$ cat src/rtl/muldiv_sequencer.sv
// Iterative MULT/MULTU/DIV/DIVU unit for EX: shift-add multiply, restoring divide, then sign fix-up.
// Latency WIDTH+2 cycles start->done (1 cycle for divide by zero); stalls the pipe while busy.
module muldiv_sequencer #(
    parameter int WIDTH = 32
) (
    input  logic             clk,
    input  logic             reset,
    input  logic             start,
    input  logic [1:0]       op,
    input  logic [WIDTH-1:0] opA,
    input  logic [WIDTH-1:0] opB,
    input  logic             hiloRead,
    input  logic             flush,
    output logic             busy,
    output logic             stall,
    output logic             done,
    output logic             divByZero,
    output logic [WIDTH-1:0] hi,
    output logic [WIDTH-1:0] lo
);
    localparam logic [1:0] S_IDLE = 2'd0;
    localparam logic [1:0] S_RUN  = 2'd1;
    localparam logic [1:0] S_FIX  = 2'd2;
    localparam logic [1:0] S_DONE = 2'd3;
    localparam int CW = (WIDTH > 1) ? $clog2(WIDTH) : 1;

    logic [1:0]         state;
    logic [CW-1:0]      counter;
    logic               is_div;
    logic               neg_res;
    logic               neg_rem;
    logic               dz_r;
    logic [WIDTH-1:0]   operand;
    logic [2*WIDTH-1:0] acc;

    // Signed ops work on magnitudes; signs are restored in FIX.
    logic             in_signed;
    logic [WIDTH-1:0] mag_a;
    logic [WIDTH-1:0] mag_b;
    logic             accept;
    logic             div_zero;

    assign in_signed = ~op[0];
    assign mag_a     = (in_signed && opA[WIDTH-1]) ? -opA : opA;
    assign mag_b     = (in_signed && opB[WIDTH-1]) ? -opB : opB;
    assign accept    = (state == S_IDLE || state == S_DONE) && start && !flush;
    assign div_zero  = op[1] && (opB == '0);

    logic [WIDTH-1:0]   acc_hi;
    logic [WIDTH-1:0]   acc_lo;
    logic [WIDTH:0]     mul_sum;
    logic [WIDTH:0]     rem_sh;
    logic [WIDTH:0]     trial;
    logic [2*WIDTH-1:0] step_next;

    assign acc_hi  = acc[2*WIDTH-1:WIDTH];
    assign acc_lo  = acc[WIDTH-1:0];
    assign mul_sum = {1'b0, acc_hi} + {1'b0, operand};
    assign rem_sh  = {acc_hi, acc_lo[WIDTH-1]};
    assign trial   = rem_sh - {1'b0, operand};

    always_comb begin
        step_next = acc;
        if (is_div) begin
            // MSB of the trial difference set means the subtraction went negative: restore.
            if (trial[WIDTH])
                step_next = {rem_sh[WIDTH-1:0], acc_lo[WIDTH-2:0], 1'b0};
            else
                step_next = {trial[WIDTH-1:0], acc_lo[WIDTH-2:0], 1'b1};
        end else begin
            if (acc_lo[0])
                step_next = {mul_sum, acc_lo[WIDTH-1:1]};
            else
                step_next = {1'b0, acc_hi, acc_lo[WIDTH-1:1]};
        end
    end

    logic [2*WIDTH-1:0] prod_fix;
    logic [WIDTH-1:0]   quot_fix;
    logic [WIDTH-1:0]   rem_fix;

    assign prod_fix = neg_res ? -acc : acc;
    assign quot_fix = neg_res ? -acc_lo : acc_lo;
    assign rem_fix  = neg_rem ? -acc_hi : acc_hi;

    always_ff @(posedge clk) begin
        if (reset) begin
            state   <= S_IDLE;
            counter <= '0;
            is_div  <= 1'b0;
            neg_res <= 1'b0;
            neg_rem <= 1'b0;
            dz_r    <= 1'b0;
            operand <= '0;
            acc     <= '0;
            hi      <= '0;
            lo      <= '0;
        end else begin
            case (state)
                S_IDLE, S_DONE: begin
                    if (accept) begin
                        is_div  <= op[1];
                        neg_res <= in_signed && (opA[WIDTH-1] ^ opB[WIDTH-1]);
                        neg_rem <= in_signed && opA[WIDTH-1];
                        operand <= op[1] ? mag_b : mag_a;
                        acc     <= {{WIDTH{1'b0}}, (op[1] ? mag_a : mag_b)};
                        counter <= CW'(WIDTH - 1);
                        dz_r    <= div_zero;
                        state   <= div_zero ? S_DONE : S_RUN;
                    end else begin
                        dz_r  <= 1'b0;
                        state <= S_IDLE;
                    end
                end
                S_RUN: begin
                    if (flush) begin
                        state <= S_IDLE;
                    end else begin
                        acc     <= step_next;
                        counter <= counter - CW'(1);
                        if (counter == '0)
                            state <= S_FIX;
                    end
                end
                S_FIX: begin
                    if (flush) begin
                        state <= S_IDLE;
                    end else begin
                        hi    <= is_div ? rem_fix  : prod_fix[2*WIDTH-1:WIDTH];
                        lo    <= is_div ? quot_fix : prod_fix[WIDTH-1:0];
                        dz_r  <= 1'b0;
                        state <= S_DONE;
                    end
                end
                default: state <= S_IDLE;
            endcase
        end
    end

    assign busy      = (state == S_RUN) || (state == S_FIX);
    assign stall     = busy && (start || hiloRead);
    assign done      = (state == S_DONE);
    assign divByZero = (state == S_DONE) && dz_r;
endmodule
$ cat config.mk
export PLATFORM = sky130hd
export DESIGN_NAME = muldiv_sequencer
export DESIGN_NICKNAME = d
export VERILOG_FILES = /design/src/rtl/muldiv_sequencer.sv
export SDC_FILE = /design/constraint.sdc
export NUM_CORES = 1
export LEC_CHECK = 0
export CAP_MARGIN = 30
export CELL_PAD_IN_SITES_DETAIL_PLACEMENT = 0
export CELL_PAD_IN_SITES_GLOBAL_PLACEMENT = 1
export CORE_UTILIZATION = 35
export DETAILED_ROUTE_END_ITERATION = 10
export GPL_ROUTABILITY_DRIVEN = 0
export PLACE_DENSITY_LB_ADDON = 0.1
export RECOVER_POWER = 25
export SETUP_SLACK_MARGIN = 0.5
export SLEW_MARGIN = 20
export SYNTH_ARGS = -nofsm -noshare
export SYNTH_HDL_FRONTEND = slang
export SYNTH_SLANG_ARGS = --single-unit
$ cat constraint.sdc
create_clock -name clk -period 3.8 [get_ports clk]
set_clock_uncertainty 0.2 [all_clocks]
set_input_delay 1.14 -clock clk [delete_from_list [all_inputs] [get_ports clk]]
set_output_delay 1.14 -clock clk [all_outputs]
set_load 0.01 [all_outputs]
==> impl_metrics.tcl, run 1 <==
set metrics [dict create \
    cts_buffers 17 \
    n_fill_cell 4210 \
    r2r_setup_slack_ns 0.40 \
    layout.nets 2390 \
    seq_area_frac_synth_pct 23.2 \
    hold_viol 0 \
    slew_headroom_pct 19.5 \
    synth.avg_cell_area_um2 7.32 \
    synth_commonest_cells "nor2_1 (207), nand2_1 (203), a21oi_1 (200), dfxtp_1 (171), clkbuf_1 (111)" \
    slowest_delay_ns 0.59 \
    syn-cell-area_mm2 0.0148 \
    grt_usage_pct 26.3 \
    yosysMostFrequentCell "nor2_1" \
    ys_types 86 \
    dr_wl_met3_um 2910 \
    holdCritStartpoint "hi[24]$_SDFFE_PP0P_" \
    utilization_pct 46.2 \
    min_path_cells 2 \
    grt_antenna_before_repair 0 \
    vias 15900 \
    grt_pass1_vias 14800 \
    crit_chain "or4_4 > nor4_1 > and4b_1 > nand3_1 > a2111o_1 > o41ai_2 > xor2_1 > a21oi_1" \
    cts_tree "yes" \
    rsz0062_at_grt "true" \
    routed.top_layer "met4" \
    path_buf_inv 0 \
    rows 74 \
    synth_edf_count 0 \
    yosysWarnings 0 \
    critPathSlowestCell "or4_4" \
    die_y_um 207 \
    p_int_w 0.00351 \
    drive_gt1_share_pct 18.5 \
    cp_top_family "simple AND/OR/NAND/NOR gates" \
    drcViolationCount 0 \
    die_area_mm2 0.0430 \
    synth.area.top_cells "dfxtp_1 (23%), a21oi_1 (6.8%), ha_1 (6.2%)" \
    antennaDiodeCount 0 \
    setup_viol 0 \
    tightest_slew_ns 1.21 \
    slew_viol_final 0 \
    critPathKind "register to register" \
    vdd_drop_max_mv 0.331 \
    worstPathArrival_ns 3.51 \
    drt_wl_total_um 58100 \
    overflow 0 \
    floorplan.initialDensity_pct 35.8 \
    drt-met1-wl_um 27900 \
    dp_cells 2738 \
    yosysTopAreaCell "dfxtp_1" \
    finalCritPeriodShare_pct 89.5 \
    setup.worst_path.end_class "register" \
    root_buffer "clkbuf_16" \
    p_leak_nw 7.59 \
    first_pass_iters 5 \
    cellPowerDensity_mw_per_mm2 286 \
    clock_sinks 171 \
    clock.fmax_mhz 294 \
    via_per_inst 5.69 \
    ant_nets 0 \
    cap_violations 0 \
    port_buffers 138 \
    core-area_mm2 0.0412 \
    die_w_um 207 \
    synth-async-reset-ratio_pct 0 \
    critPathRequiredTime_ns 3.91 \
    clk_latency_ns 0.47 \
    clock_path_buffers 2 \
    wl_per_cell_um 20.8 \
    swShare_pct 35.6 \
    min_path_type "register to register" \
    path_max_fanout 8 \
    clkPwrFrac_pct 33.9 \
    syn-num-nets 2163 \
    grt_max_degree 101 \
    place_ws_ns -0.196 \
    min_to "hi[24]$_SDFFE_PP0P_" \
    clk_pin_slew_ns 0.09 \
    dp_hpwl_um 45800 \
    ff2ff_path_depth 8 \
    seqPwrFrac_pct 36.1 \
    startpoint_type "register" \
    pwr-share-comb_pct 30.0 \
    syn2layout_area_growth_pct 29.0 \
    status "completed" \
    fin_cells 2789 \
    io_pins 139 \
    reg2reg_from "acc[7]$_SDFFE_PP0P_" \
    yosysTopAreaCellShare_pct 23.2 \
    reg2reg_to "hi[17]$_SDFFE_PP0P_" \
    min_period_ns 3.40 \
    synthCells 2017 \
    setup_ws_ns 0.398 \
    drt_iter0_drc 1275 \
    ys.flop_type "dfxtp_1" \
    ys_ff_latch 171 \
    power.switching_w 0.00194 \
    grt_pass1_wl_um 87800 \
    wl_met2_um 25600 \
    htree_levels 4 \
]
[layout make-up]
type                    count  area (um2)  area share [%]
multi-input cells        1631       11100            58.2
flip-flops and latches    171        3440            18.1
repair buffers            348        2970            15.6
well taps                 532         666            3.50
clock buffers              18         429            2.25
inverters                  75         284            1.49
clock inverters            14         171           0.900
[metrics by stage]
| stage | cell area [um2] | TNS [ns] | power [W] | hold WS, ns |
|---|---|---|---|---|
| after floorplan | 14800 | 0 | 0.00290 | 0.249 |
| after global placement | 17700 | -2.02 | 0.00353 | 0.238 |
| after detailed placement | 17800 | -2.88 | 0.00354 | 0.241 |
| after CTS | 18700 | 0 | 0.00543 | 0.252 |
| after global routing | 19000 | 0 | 0.00569 | 0.264 |
| final | 19000 | 0 | 0.00545 | 0.244 |
[power groups by stage]
stage               combinational [W]  clock (W)  sequential (W)
finish                        0.00163    0.00185         0.00197
global route                  0.00176    0.00196         0.00197
CTS                           0.00158    0.00188         0.00197
detailed placement            0.00153          0         0.00201
global placement              0.00152          0         0.00201
floorplan                    0.000954          0         0.00195
[registers in the layout (all words and copies together), names as in the netlist]
register / count
acc: 64
counter: 5
dz_r: 1
hi: 32
is_div: 1
lo: 32
neg_rem: 1
neg_res: 1
operand: 32
state: 2
[worst max path at each step]
stage / start / end / slack, ns / cells after the start
2_1_floorplan: opA[1] / acc[25]$_SDFFE_PP0P_ / 0.42 / 8
6_report: acc[7]$_SDFFE_PP0P_ / hi[17]$_SDFFE_PP0P_ / 0.40 / 8
4_1_cts: acc[31]$_SDFFE_PP0P_ / acc[0]$_SDFFE_PP0P_ / 0.49 / 15
3_3_place_gp: opA[7] / acc[28]$_SDFFE_PP0P_ / -0.17 / 10
3_5_place_dp: opA[7] / acc[26]$_SDFFE_PP0P_ / -0.20 / 10
5_1_grt: acc[7]$_SDFFE_PP0P_ / hi[17]$_SDFFE_PP0P_ / 0.27 / 8
[metal layers]
metal,track usage (%),vias to the layer above
li1,-,7766
met1,36.8,7594
met5,0,-
met4,9.32,0
met3,3.65,85
met2,41.0,432
[timing repair]
action | 4_1_cts | 5_1_grt
resized for setup | 81 | 91
hold buffers | 0 | 0
pin swaps | 37 | 48
setup endpoints to repair | 70 | 77
buffers inserted | 12 | 7
[placed cells by master (no fill, tap or decap), drive strengths merged, types with 11 or more instances in the layout]
cell	netlist	routed
and2	11	11
nand2b	20	20
dlygate4sd3	0	31
ha	73	73
nand2	203	203
o21ai	159	159
o31ai	34	34
dlygate4sd2	0	12
clkdlybuf4s50	0	80
nand3	52	52
nor2b	17	17
inv	74	83
mux2	33	33
o41ai	13	13
o211ai	24	24
or3	23	23
or4	18	18
buf	28	209
xnor2	86	86
a21oi	205	205
a31oi	17	17
nor3	49	49
xor2	77	77
dfxtp	171	171
nor4	17	17
a211oi	89	89
a21o	21	21
mux2i	35	35
nor2	209	209
clkbuf	112	25
o211a	12	12
[logic make-up (layout without fill, tap and decap cells)]
kind of cell,Yosys count,after routing,synth area share (%)
xor gates and xnor gates,163,163,9.67
DFF,171,171,23.2
muxes,68,68,4.89
AOI/OAI and AO/OA,658,658,28.3
buffers and inverters,215,455,5.73
and+or+nand+nor,667,667,21.7
adders and majority gates,75,75,6.46
[worst register-to-register path, cell delays in order (launching register included)]
cell and delay [ns]:
dfxtp_1 0.39, or4_4 0.59, nor4_1 0.49, and4b_1 0.38
nand3_1 0.16, a2111o_1 0.47, o41ai_2 0.24, xor2_1 0.23
a21oi_1 0.09
(Power assumes the default switching activity.)
==> run 2: changes to the inputs <==
Settings changed: CAP_MARGIN 30 to 0, RECOVER_POWER 25 to unset.
==> run 2 against run 1 <==
Sequential share of layout area hardly changed. Flip-flop and latch count stayed put. Critical path depth is 8 higher. Combinational power hardly changed. Routed wire length hardly changed. First-iteration DRC count hardly changed. Final area is 0.20% higher. Total power is 0.14% higher. Utilization is 0.091 points higher. Setup slack better by 0.14 ns. Fmax is 4.2% higher. Critical path type unchanged. Critical endpoint is now acc[45]$_SDFFE_PP0P_. Largest cell class unchanged. Largest power group unchanged. Highest routed layer unchanged.
==> impl_metrics.tcl, run 2 (synthesis results as in run 1) <==
set metrics [dict create \
    setup.worst_path.end_class "register" \
    top_register "acc" \
    clkPwrFrac_pct 33.9 \
    multi_input_area_mm2 0.0111 \
    root_buffer "clkbuf_16" \
    worst_path_most_repeated_cell "buf_6" \
    rows 74 \
    critPathRequiredTime_ns 3.96 \
    regArea_mm2 0.00344 \
    seqPwrFrac_pct 36.1 \
    critPathKind "register to register" \
    clk_latency_ns 0.47 \
    ant_nets 0 \
    syn2layout_area_growth_pct 29.2 \
    hold_viol 0 \
    utilization_pct 46.3 \
    overflow 0 \
    port_buffers 138 \
    drt_wl_total_um 58100 \
    tightest_slew_ns 0.908 \
    worstPathArrival_ns 3.43 \
    ff2ff_path_depth 16 \
    cp_top_family "compound AO/OA/AOI/OAI gates" \
    power.switching_w 0.00194 \
    cap_violations 0 \
    final_common_cell "nor2_1" \
    grt_pass1_wl_um 87800 \
    vdd_drop_max_mv 0.331 \
    n_fill_cell 4204 \
    crit_chain "inv_4 > ha_4 > fa_2 > nand2b_4 > a21oi_2 > buf_6 > o2111ai_4 > a211oi_2 > buf_4 > o21ai_4 > buf_6 > a21oi_4 > nor2_4 > buf_12 > mux2_4 > a31o_1" \
    min_period_ns 3.27 \
    p_leak_nw 7.50 \
    largest_reg_flops 64 \
    first_pass_iters 5 \
    min_path_type "register to register" \
    htree_levels 4 \
    grt_usage_pct 26.3 \
    holdCritStartpoint "hi[24]$_SDFFE_PP0P_" \
    via_per_inst 5.70 \
    rsz0062_at_grt "true" \
    wl_per_cell_um 20.8 \
    whs_ns 0.247 \
    die_area_mm2 0.0430 \
    reg2reg_from "acc[31]$_SDFFE_PP0P_" \
    swShare_pct 35.6 \
    min_path_cells 2 \
    slew_headroom_pct 39.5 \
    drive_gt1_share_pct 18.6 \
    clock_sinks 171 \
    io_pins 139 \
    antennaDiodeCount 0 \
    clock_path_buffers 2 \
    min_to "hi[24]$_SDFFE_PP0P_" \
    drcViolationCount 0 \
    slowest_delay_ns 0.36 \
    clock.fmax_mhz 306 \
    final_cell_mix "nor2_1 (204), buf_4 (202), nand2_1 (201)" \
    finalCritPeriodShare_pct 86.0 \
    cts_buffers 17 \
    setup_viol 0 \
    reg2reg_to "acc[45]$_SDFFE_PP0P_" \
    cellPowerDensity_mw_per_mm2 286 \
    cts_tree "yes" \
    grt_max_degree 101 \
    drt_iter0_drc 1274 \
    dp_hpwl_um 45800 \
    die_y_um 207 \
    core-area_mm2 0.0412 \
    vias 15900 \
    floorplan.initialDensity_pct 35.8 \
    clk_pin_slew_ns 0.07 \
    r2r_setup_slack_ns 0.53 \
    die_w_um 207 \
    slew_viol_final 0 \
    grt_pass1_vias 14800 \
    startpoint_type "register" \
    layout.nets 2390 \
    status "completed" \
    critPathSlowestCell "dfxtp_2" \
    pwr-share-comb_pct 30.0 \
    p_int_w 0.00351 \
    grt_antenna_before_repair 0 \
    path_max_fanout 5 \
    path_buf_inv 5 \
]
[run 2: worst max-delay path by stage]
stage,start,endpoint,slack [ns],cells past startpoint
final,acc[31]$_SDFFE_PP0P_,acc[45]$_SDFFE_PP0P_,0.53,16
after global routing,operand[15]$_SDFFE_PP0P_,acc[57]$_SDFFE_PP0P_,0.45,11
after CTS,acc[31]$_SDFFE_PP0P_,acc[0]$_SDFFE_PP0P_,0.49,15
after detailed placement,opA[7],acc[26]$_SDFFE_PP0P_,-0.20,10
after global placement,opA[7],acc[28]$_SDFFE_PP0P_,-0.17,10
after floorplan,opA[1],acc[25]$_SDFFE_PP0P_,0.42,8
[run 2: per-layer routing]
layer	vias up	part of all wire, %	GRT usage, %
li1	7765	-	-
met1	7583	47	36.8
met2	456	44	41.0
met3	81	5.7	3.65
met4	0	2.8	9.32
met5	-	0	0
[run 2: worst register-to-register path, stage by stage, from the launching register on]
cell and delay (ns):
dfxtp_2 0.36, inv_4 0.06, ha_4 0.16, fa_2 0.36
nand2b_4 0.16, a21oi_2 0.14, buf_6 0.13, o2111ai_4 0.14
a211oi_2 0.21, buf_4 0.17, o21ai_4 0.06, buf_6 0.14
a21oi_4 0.17, nor2_4 0.06, buf_12 0.15, mux2_4 0.30
a31o_1 0.21
[run 2: stage by stage]
step	setup WS (ns)	cells	instance area [um2]	setup TNS (ns)	power, W
2_1_floorplan	0.421	2017	14800	0	0.00290
6_report	0.534	2789	19100	0	0.00545
4_1_cts	0.489	2782	18700	0	0.00543
5_1_grt	0.447	2789	19100	0	0.00570
3_5_place_dp	-0.196	2738	17800	-2.88	0.00354
3_3_place_gp	-0.172	2738	17700	-2.02	0.00353
[run 2: repair_timing]
item,in CTS,in global routing
resized for setup,81,91
pin swaps,37,48
setup buffers,12,7
cloned,0,0
hold buffers,0,0
setup endpoints to repair,70,77
[run 2: cell type report]
cell class | instances | area share [%]
multi-input combinational | 1631 | 58.1
tap | 532 | 3.49
clock buffer | 18 | 2.25
inverter | 75 | 1.49
clock inverter | 14 | 0.899
sequential | 171 | 18.0
timing repair buffer | 348 | 15.7
[run 2: power by group through the flow]
stage	Combinational (W)	Sequential (W)	Clock, W
finish	0.00164	0.00197	0.00185
global placement	0.00152	0.00201	0
CTS	0.00158	0.00197	0.00188
global route	0.00177	0.00198	0.00196
detailed placement	0.00153	0.00201	0
floorplan	0.000954	0.00195	0
